===== src/rtl/w5300_transmitter.sv =====
// Streams a payload from an external synchronous TX buffer into a W5300 socket TX FIFO,
// waiting for enough free space, then issues SEND and waits for the SEND_OK interrupt.
module w5300_transmitter #(
    parameter logic [2:0] N                   = 3'd0,
    parameter int         ETH_TX_BUFFER_WIDTH = 16
) (
    input  logic                           clk,
    input  logic                           rst_n,
    input  logic                           tx_req,
    input  logic [15:0]                    tx_bytes,
    input  logic                           tx_irq,
    output logic                           tx_busy,
    output logic [ETH_TX_BUFFER_WIDTH-1:0] tx_buffer_addr,
    input  logic [15:0]                    tx_buffer_data,
    output logic                           tx_done,
    output logic [10:0]                    addr,
    output logic [15:0]                    wr_data,
    input  logic [15:0]                    rd_data,
    input  logic                           op_state
);

    localparam logic CMD_RD = 1'b0;
    localparam logic CMD_WR = 1'b1;

    localparam logic [9:0] SN_CR       = 10'h002;
    localparam logic [9:0] SN_TX_WRSR2 = 10'h022;
    localparam logic [9:0] SN_TX_FSR0  = 10'h024;
    localparam logic [9:0] SN_TX_FSR2  = 10'h026;
    localparam logic [9:0] SN_TX_FIFOR = 10'h02e;
    localparam logic [9:0] IDLE_REG    = 10'h3fe;
    localparam logic [15:0] SN_CR_SEND = 16'h0020;

    // Socket register block n lives at 0x200 + n*0x40 in the W5300 map.
    function automatic logic [9:0] get_socket_n_reg(input logic [9:0] offset);
        return 10'h200 + {1'b0, N, 6'b000000} + offset;
    endfunction

    typedef enum logic [3:0] {
        Idle,
        ReadFsr0,
        ReadFsr2,
        CheckFsr,
        Fetch,
        WriteFifo,
        WriteSize,
        Send,
        WaitSendOk,
        PostSend
    } state_t;

    state_t                         state_q, state_d;
    logic [15:0]                    len_q, len_d;
    logic [15:0]                    wordCount_q, wordCount_d;
    logic [15:0]                    wordCnt_q, wordCnt_d;
    logic [16:0]                    free_q, free_d;
    logic [ETH_TX_BUFFER_WIDTH-1:0] bufAddr_q, bufAddr_d;

    always_ff @(posedge clk or negedge rst_n) begin
        if (!rst_n) begin
            state_q     <= Idle;
            len_q       <= '0;
            wordCount_q <= '0;
            wordCnt_q   <= '0;
            free_q      <= '0;
            bufAddr_q   <= '0;
        end else begin
            state_q     <= state_d;
            len_q       <= len_d;
            wordCount_q <= wordCount_d;
            wordCnt_q   <= wordCnt_d;
            free_q      <= free_d;
            bufAddr_q   <= bufAddr_d;
        end
    end

    always_comb begin
        state_d     = state_q;
        len_d       = len_q;
        wordCount_d = wordCount_q;
        wordCnt_d   = wordCnt_q;
        free_d      = free_q;
        bufAddr_d   = bufAddr_q;
        addr        = {CMD_RD, IDLE_REG};
        wr_data     = 16'h0000;
        tx_done     = 1'b0;

        case (state_q)
            Idle: begin
                wordCnt_d = '0;
                bufAddr_d = '0;
                if (tx_req && op_state && (tx_bytes != 16'h0000)) begin
                    len_d       = tx_bytes;
                    wordCount_d = (tx_bytes + {15'b0, tx_bytes[0]}) >> 1;
                    state_d     = ReadFsr0;
                end
            end
            ReadFsr0: begin
                addr = {CMD_RD, get_socket_n_reg(SN_TX_FSR0)};
                if (op_state) begin
                    free_d[16] = rd_data[0];
                    state_d    = ReadFsr2;
                end
            end
            ReadFsr2: begin
                addr = {CMD_RD, get_socket_n_reg(SN_TX_FSR2)};
                if (op_state) begin
                    free_d[15:0] = rd_data;
                    state_d      = CheckFsr;
                end
            end
            CheckFsr: begin
                state_d = (free_q >= {1'b0, len_q}) ? Fetch : ReadFsr0;
            end
            Fetch: begin
                state_d = WriteFifo;
            end
            WriteFifo: begin
                // An odd final byte goes out as a whole word; WRSR tells the chip to drop the pad.
                addr    = {CMD_WR, get_socket_n_reg(SN_TX_FIFOR)};
                wr_data = tx_buffer_data;
                if (op_state) begin
                    wordCnt_d = wordCnt_q + 16'd1;
                    bufAddr_d = bufAddr_q + 1'b1;
                    state_d   = ((wordCnt_q + 16'd1) == wordCount_q) ? WriteSize : Fetch;
                end
            end
            WriteSize: begin
                addr    = {CMD_WR, get_socket_n_reg(SN_TX_WRSR2)};
                wr_data = len_q;
                if (op_state) begin
                    state_d = Send;
                end
            end
            Send: begin
                addr    = {CMD_WR, get_socket_n_reg(SN_CR)};
                wr_data = SN_CR_SEND;
                if (op_state) begin
                    state_d = WaitSendOk;
                end
            end
            WaitSendOk: begin
                if (tx_irq) begin
                    state_d = PostSend;
                end
            end
            PostSend: begin
                tx_done = 1'b1;
                state_d = Idle;
            end
            default: begin
                state_d = Idle;
            end
        endcase
    end

    assign tx_busy        = (state_q != Idle);
    assign tx_buffer_addr = bufAddr_q;

endmodule


===== config.mk =====
export PLATFORM = sky130hd
export DESIGN_NAME = w5300_transmitter
export DESIGN_NICKNAME = d
export VERILOG_FILES = /design/src/rtl/w5300_transmitter.sv
export SDC_FILE = /design/constraint.sdc
export NUM_CORES = 1
export LEC_CHECK = 0
export ABC_AREA = 0
export BUFFER_PORTS_ARGS = -buffer_cell sky130_fd_sc_hd__buf_2
export CORE_AREA = 4 4 147 149
export DETAILED_ROUTE_END_ITERATION = 10
export DIE_AREA = 0 0 151 153
export PLACE_DENSITY = 0.44
export SLEW_MARGIN = 15
export SYNTH_ARGS = -nofsm -noshare
export SYNTH_HDL_FRONTEND = slang
export SYNTH_SLANG_ARGS = --single-unit

===== constraint.sdc =====
create_clock -name clk -period 3.4 [get_ports clk]
set_input_delay 0.51 -clock clk [delete_from_list [all_inputs] [get_ports clk]]
set_output_delay 0.51 -clock clk [all_outputs]
set_load 0.02 [all_outputs]

==> flow_summary.toml, run 1 <==
[floorplan]
ioPinCount = 98
die-area_um2 = 23100
core_area_um2 = 20170
dieWidth_um = 151
start_util = 0.2494
rows = 52
die_h_um = 153

[synthesis]
syn-cell-area_um2 = 5030
netlist_instances = 535
syn_area_per_cell_um2 = 9.402
syn-num-nets = 608
yosys.area.top_type_share = 0.4179
synth_ff_type = "dfrtp_1"
yosys_warnings = 0
synth.area.top_cells = "dfrtp_1 42%, mux2_2 6.9%, o21ai_0 5.2%, ha_1 5.0%, nand2_1 4.8%"
synth.distinct_cells = 57
ys_ff_latch = 84
synth_edf_count = 0
async_flop_share = 1.000
yosysSeqAreaShare = 0.4179
yosysTopAreaCell = "dfrtp_1"

[min_path]
min_path_type = "in2async"

[sta]
drv_slew = 0
max_freq_ghz = 0.3495
fin_tns_setup_ps = 0
finalCritPeriodShare = 0.8416
min_period_ps = 2861
max_slew.worst_pin.slew_ps = 834.2
fin_skew_ps = 7.057
hold_violations = 0
maxSlewHeadroom = 0.4418
setup_viol = 0
rsz0062_at_grt = "no"

[clock_tree]
cts_hold_buf = 0
cts_tree = "done"
cts_resized = 0
cts.clk_slew.worst_paths_ps = 60
clock_latency_ps = 350
numCtsBuffers = 9
cts-root-buf = "clkbuf_16"
cts_max_path_buffers = 2
post_cts_buffers = 0
clkSinkCount = 84
htree_levels = 3

[drt]
drtAntennaViolNets = 0
drtPass1Iterations = 4
wirelength_um = 13900
drt-initial-drc-count = 248
viasPerCell = 4.637
routedWlPerCell_um = 15.60
dr_total_vias = 4132
drc = 0

[layout]
fill_cells = 2142
final_core_util = 0.2994
diodes = 0
multiInputGateArea_um2 = 2680
area_delta_synth_final_pct = 20.05
drive_above_1_share = 0.2544
fin_nets = 690
regArea_um2 = 2102

[critical_path]
r2r_setup_slack_ps = 840
crit_required_ps = 2890
cp_max_fo = 17
crit_type = "reg2out"
critPathLaunchType = "flip-flop"
cp-end-kind = "output port"
crit_arrival_ps = 2350

[job]
cap_violations = 0

[placement]
post-dp-hpwl_um = 10610
globalplace.congestion = 0.8543
portBuffers = 95

[status]
status = "complete, no violations"

[power_and_ir_drop]
ir_drop_uv = 338.8
p_leak_nw = 2.737
power.density_nw_per_um2 = 748.9
totalPowerFinal_w = 0.004522

[global_routing]
antenna_found_initial = 1
grt_overflow = 0
grt_use_total = 0.1248
grt_max_degree = 85
grt_pass1_wl_um = 22800
grt_pass1_vias = 4273
==> cell usage after synthesis, types with 4 or more instances <==
library cell,count
or3_1,7
nand4_1,14
a21oi_1,14
nand3_1,12
inv_1,25
clkbuf_1,15
buf_4,5
nor3_1,5
buf_2,9
o21ai_0,52
dfrtp_1,84
a22o_1,16
and2_1,4
ha_1,20
o31ai_1,4
nor4_1,5
xor2_1,23
nand2b_1,5
nand2_1,64
mux2_2,31
nor2_1,35
and3_1,11
xnor2_1,24
nor2b_1,4
==> path summary, 6_finish.rpt <==
check                                             end  depth (start not counted)                       start
setup / recovery                          wr_data[12]                          4      state_q[0]$_DFFE_PN0P_
hold / removal                  free_q[5]$_DFFE_PN0P_                          1                       rst_n
setup reg to reg               state_q[1]$_DFFE_PN0P_                          6      state_q[0]$_DFFE_PN0P_
hold reg to reg            wordCount_q[8]$_DFFE_PN0P_                          2  wordCount_q[8]$_DFFE_PN0P_
max in group asynchronous    wordCnt_q[8]$_DFFE_PN0P_                          1                       rst_n
min in group clk                free_q[6]$_DFFE_PN0P_                          2                  rd_data[6]
==> power by group <==
group	switching [W]	internal, W	total [W]
Clock	0.000410	0.000589	0.000998
Sequential	0.000346	0.00131	0.00166
Combinational	0.00107	0.000801	0.00187
==> registers in the layout (all words and copies together) (netlist names) <==
signal,cells
free_q,17
len_q,16
state_q,4
tx_buffer_addr,16
wordCnt_q,16
wordCount_q,15
==> worst max-delay path, stage by stage (launching register included) <==
cell	delay [ps]
dfrtp_1	650
nor2b_1	320
and2_1	610
a22o_1	250
buf_2	160
==> through the flow <==
stage / area (um^2) / cells / setup slack (ps) / hold WS (ps)
after floorplan: 5030 / 535 / 1092 / 214.4
after global placement: 5741 / 876 / 949.1 / 496.2
after detailed placement: 5741 / 876 / 864.2 / 501.1
after CTS: 6035 / 891 / 540.4 / 376.0
after global routing: 6038 / 891 / 372.2 / 297.2
final: 6038 / 891 / 538.7 / 228.9
==> cell families (layout without fill, tap and decap cells) <==
kind of cell,count (synthesis),count (layout),share of synthesized area
other cells,2,2,0.001493
simple gates,181,181,0.1826
mux,33,33,0.07338
compound gates,112,112,0.1438
buf+inv,56,142,0.04925
flops,84,84,0.4179
fa+ha+maj,20,20,0.04975
xor+xnor,47,47,0.08184
==> routing by layer <==
metal  up-vias  part of all wire  global-route usage
met5         -           0.00050                   0
met4         2             0.027             0.04922
met3        26             0.058             0.03613
met2       121              0.46              0.2014
met1      1946              0.45              0.1566
li1       2037                 -                   -
==> cells in the final DEF, fill, tap and decap left out, drive strengths merged, types with 3 or more instances in the layout <==
| cell | count |
|---|---|
| nand2b | 5 |
| inv | 26 |
| buf | 101 |
| a211oi | 3 |
| nand4 | 15 |
| or3 | 7 |
| nor3 | 7 |
| and3 | 11 |
| clkbuf | 12 |
| mux2 | 31 |
| nor4 | 6 |
| nand3 | 14 |
| nor2b | 4 |
| dfrtp | 84 |
| a22o | 16 |
| and2 | 4 |
| a21oi | 14 |
| o22ai | 3 |
| o31ai | 4 |
| xnor2 | 24 |
| nor2 | 37 |
| o21ai | 53 |
| ha | 20 |
| xor2 | 23 |
| nand2 | 64 |
| o41ai | 3 |
==> cell type report <==
| type | count | share of cell area |
|---|---|---|
| tap | 270 | 0.05595 |
| clock buffer | 12 | 0.04082 |
| inverter | 26 | 0.01616 |
| sequential | 84 | 0.3481 |
| multi-input combinational | 395 | 0.4438 |
| timing repair buffer | 101 | 0.08724 |
| clock inverter | 3 | 0.007874 |
Power figures use the tool's default switching activity.
==> run 2, diff against run 1 <==
--- a/config.mk
+++ b/config.mk
@@ -5,12 +5,12 @@
 export SDC_FILE = /design/constraint.sdc
 export NUM_CORES = 1
 export LEC_CHECK = 0
-export ABC_AREA = 0
+export ABC_AREA = 1
 export BUFFER_PORTS_ARGS = -buffer_cell sky130_fd_sc_hd__buf_2
-export CORE_AREA = 4 4 147 149
+export CORE_AREA = 4 4 148 150
 export DETAILED_ROUTE_END_ITERATION = 10
-export DIE_AREA = 0 0 151 153
-export PLACE_DENSITY = 0.44
+export DIE_AREA = 0 0 152 154
+export PLACE_DENSITY = 0.45
 export SLEW_MARGIN = 15
 export SYNTH_ARGS = -nofsm -noshare
 export SYNTH_HDL_FRONTEND = slang
==> constraint.sdc (replaced) <==
create_clock -name clk -period 2.4 [get_ports clk]
set_input_delay 0.36 -clock clk [delete_from_list [all_inputs] [get_ports clk]]
set_output_delay 0.36 -clock clk [all_outputs]
set_load 0.02 [all_outputs]
==> flow_summary.toml, run 2 <==
[critical_path]
r2r-start = "wordCnt_q[0]$_DFFE_PN0P_"
crit_top_cell = "nand2_1"
reg2regPathDepth = 13
rr_endpoint = "state_q[1]$_DFFE_PN0P_"
crit_arrival_ps = 1800
cp_slowest_stage_delay_ps = 420
r2r_setup_slack_ps = 380
cp-end-kind = "output port"
cpMaxStageDelayCell = "dfrtp_1"
cp_num_buf_inv = 3
crit_required_ps = 2040
cp_max_fo = 6
cp_top_family = "simple AND/OR/NAND/NOR gates"
critPathLaunchType = "flip-flop"
crit_type = "reg2out"
crit_chain = "inv_1, nor2_1, nand2_1, nand2_1, nor2_2, inv_1, nand2_1, buf_2"

[synthesis]
netlist_instances = 656
yosysSeqAreaShare = 0.4139
syn-num-nets = 729
yosys.area.top_type_share = 0.4139
synth_edf_count = 0
yosys_warnings = 0
synth.area.top_cells = "dfrtp_1 41%, nand2_1 13%, inv_1 6.1%, o21ai_0 5.6%, ha_1 4.9%"
yosysTopAreaCell = "dfrtp_1"
syn-cell-area_um2 = 5079
synth_most_common_cell = "nand2_1"
synth_commonest_cells = "175 x nand2_1, 84 x dfrtp_1, 82 x inv_1"
synth_ff_type = "dfrtp_1"
synth.distinct_cells = 41
async_flop_share = 1.000
ys_ff_latch = 84
syn_area_per_cell_um2 = 7.742

[sta]
fin_skew_ps = 6.070
setup_ws_ps = 237.0
drv_slew = 0
min_period_ps = 2163
finalCritPeriodShare = 0.9013
hold_ws_ps = 225.6
max_freq_ghz = 0.4623
setup_viol = 0
fin_tns_setup_ps = 0
hold_violations = 0
rsz0062_at_grt = "no"

[global_routing]
grt_pass1_vias = 4456
antenna_found_initial = 0
grt_pass1_wl_um = 23780
grt_use_total = 0.1260
grt_max_degree = 54
grt_overflow = 0

[placement]
dp_slack_ps = 290.0
post-dp-hpwl_um = 11310
portBuffers = 95
globalplace.congestion = 0.8265

[layout]
regMostFlops = "free_q"
drive_above_1_share = 0.2079
most-common-layout-cells = "174 x nand2_1, 94 x buf_2, 84 x dfrtp_1"
layout_commonest_cell = "nand2_1"
area_delta_synth_final_pct = 22.64
largest_register_ffs = 17
diodes = 0
final_core_util = 0.3010
fin_nets = 828

[clock_tree]
cts_tree = "done"
clkSinkCount = 84
clock_latency_ps = 340
cts_max_path_buffers = 2
cts.clk_slew.worst_paths_ps = 70
numCtsBuffers = 9
cts-root-buf = "clkbuf_16"
htree_levels = 3

[floorplan]
die-area_um2 = 23410
start_util = 0.2455
rows = 53
die_h_um = 154
dieWidth_um = 152
core_area_um2 = 20690
ioPinCount = 98

[power_and_ir_drop]
ir_drop_uv = 417.4
power.density_nw_per_um2 = 1005
p_leak_nw = 2.998
internal_power_w = 0.003713
p_switching_w = 0.002549
seqPwrFrac = 0.344
swShare = 0.4071
pwr-share-clk = 0.240
pwr-share-comb = 0.415

[drt]
dr_total_vias = 4504
drt-initial-drc-count = 243
viasPerCell = 4.352
wirelength_um = 14530
drc = 0
routedWlPerCell_um = 14.04
drtPass1Iterations = 5
drtAntennaViolNets = 0

[min_path]
hp-start = "tx_irq"
min_path_type = "in2reg"
min_to = "state_q[3]$_DFFE_PN0P_"
hold_depth = 2

[status]
status = "complete, no violations"

[job]
cap_violations = 0
[run 2: worst reg2reg max path, cell delays in order (launching register included)]
cell and delay [ps]:
dfrtp_1 440, ha_1 240, nand2_1 80, nor2_2 320
nand4_1 170, nand3_1 120, nand2_1 50, nor2_1 110
nand2_1 70, nor2_1 100, nand2_1 90, nand2_1 70
nand2_1 50, nand2_1 60
[run 2: layout make-up]
type	instances	area, um^2
Sequential cell	84	2102
Timing Repair Buffer	105	568.0
Inverter	85	319.1
Fill cell	2292	14460
Clock inverter	4	56.30
Tap cell	275	344.1
Multi-Input combinational cell	470	2572
Clock buffer	12	266.5
[run 2: worst max path at each step]
stage                                 from                     end  cells past startpoint  slack [ps]
floorplan           state_q[2]$_DFFE_PN0P_  state_q[0]$_DFFE_PN0P_                      9         450
global route        state_q[3]$_DFFE_PN0P_             wr_data[11]                      6          60
CTS                 state_q[3]$_DFFE_PN0P_              wr_data[5]                      6          60
detailed placement  state_q[1]$_DFFE_PN0P_  state_q[1]$_DFFE_PN0P_                     14         290
finish              state_q[1]$_DFFE_PN0P_                 addr[3]                      8         240
global placement    state_q[3]$_DFFE_PN0P_  state_q[1]$_DFFE_PN0P_                     14         300
[run 2: stage by stage]
stage	std cells	power, W	cell area (um^2)
2_1_floorplan	656	0.003987	5079
3_3_place_gp	1016	0.004796	5876
3_5_place_dp	1016	0.004810	5876
4_1_cts	1033	0.006358	6208
5_1_grt	1035	0.006845	6228
6_report	1035	0.006262	6228
[run 2: per-layer routing]
metal  wire length [um]  up-vias  global-route usage
li1                   -     2347                   -
met1               6865     2054              0.1684
met2               6876       97              0.2079
met3                700        6             0.03434
met4                 90        0             0.02183
met5                  0        -                   0
[run 2: power groups by stage]
stage	registers (W)	logic, W	clock network, W
3_3_place_gp	0.00218	0.00262	0
3_5_place_dp	0.00219	0.00262	0
5_1_grt	0.00223	0.00300	0.00162
6_report	0.00216	0.00260	0.00150
4_1_cts	0.00216	0.00264	0.00156
2_1_floorplan	0.00209	0.00189	0
[run 2: kinds of logic after synthesis]
| kind of cell | synth area share |
|---|---|
| muxes | 0.03523 |
| adders and majority gates | 0.04927 |
| and+or+nand+nor | 0.2745 |
| buffers and inverters | 0.08056 |
| AOI/OAI and AO/OA | 0.1131 |
| xor gates and xnor gates | 0.03203 |
| other | 0.001479 |
| DFF | 0.4139 |
[run 2: repair_timing]
action                     CTS  global route
setup endpoints to repair    0            16
gates resized for setup      0             2
hold endpoints to repair    31             0
hold buffers                 1             0
setup buffers                0             2
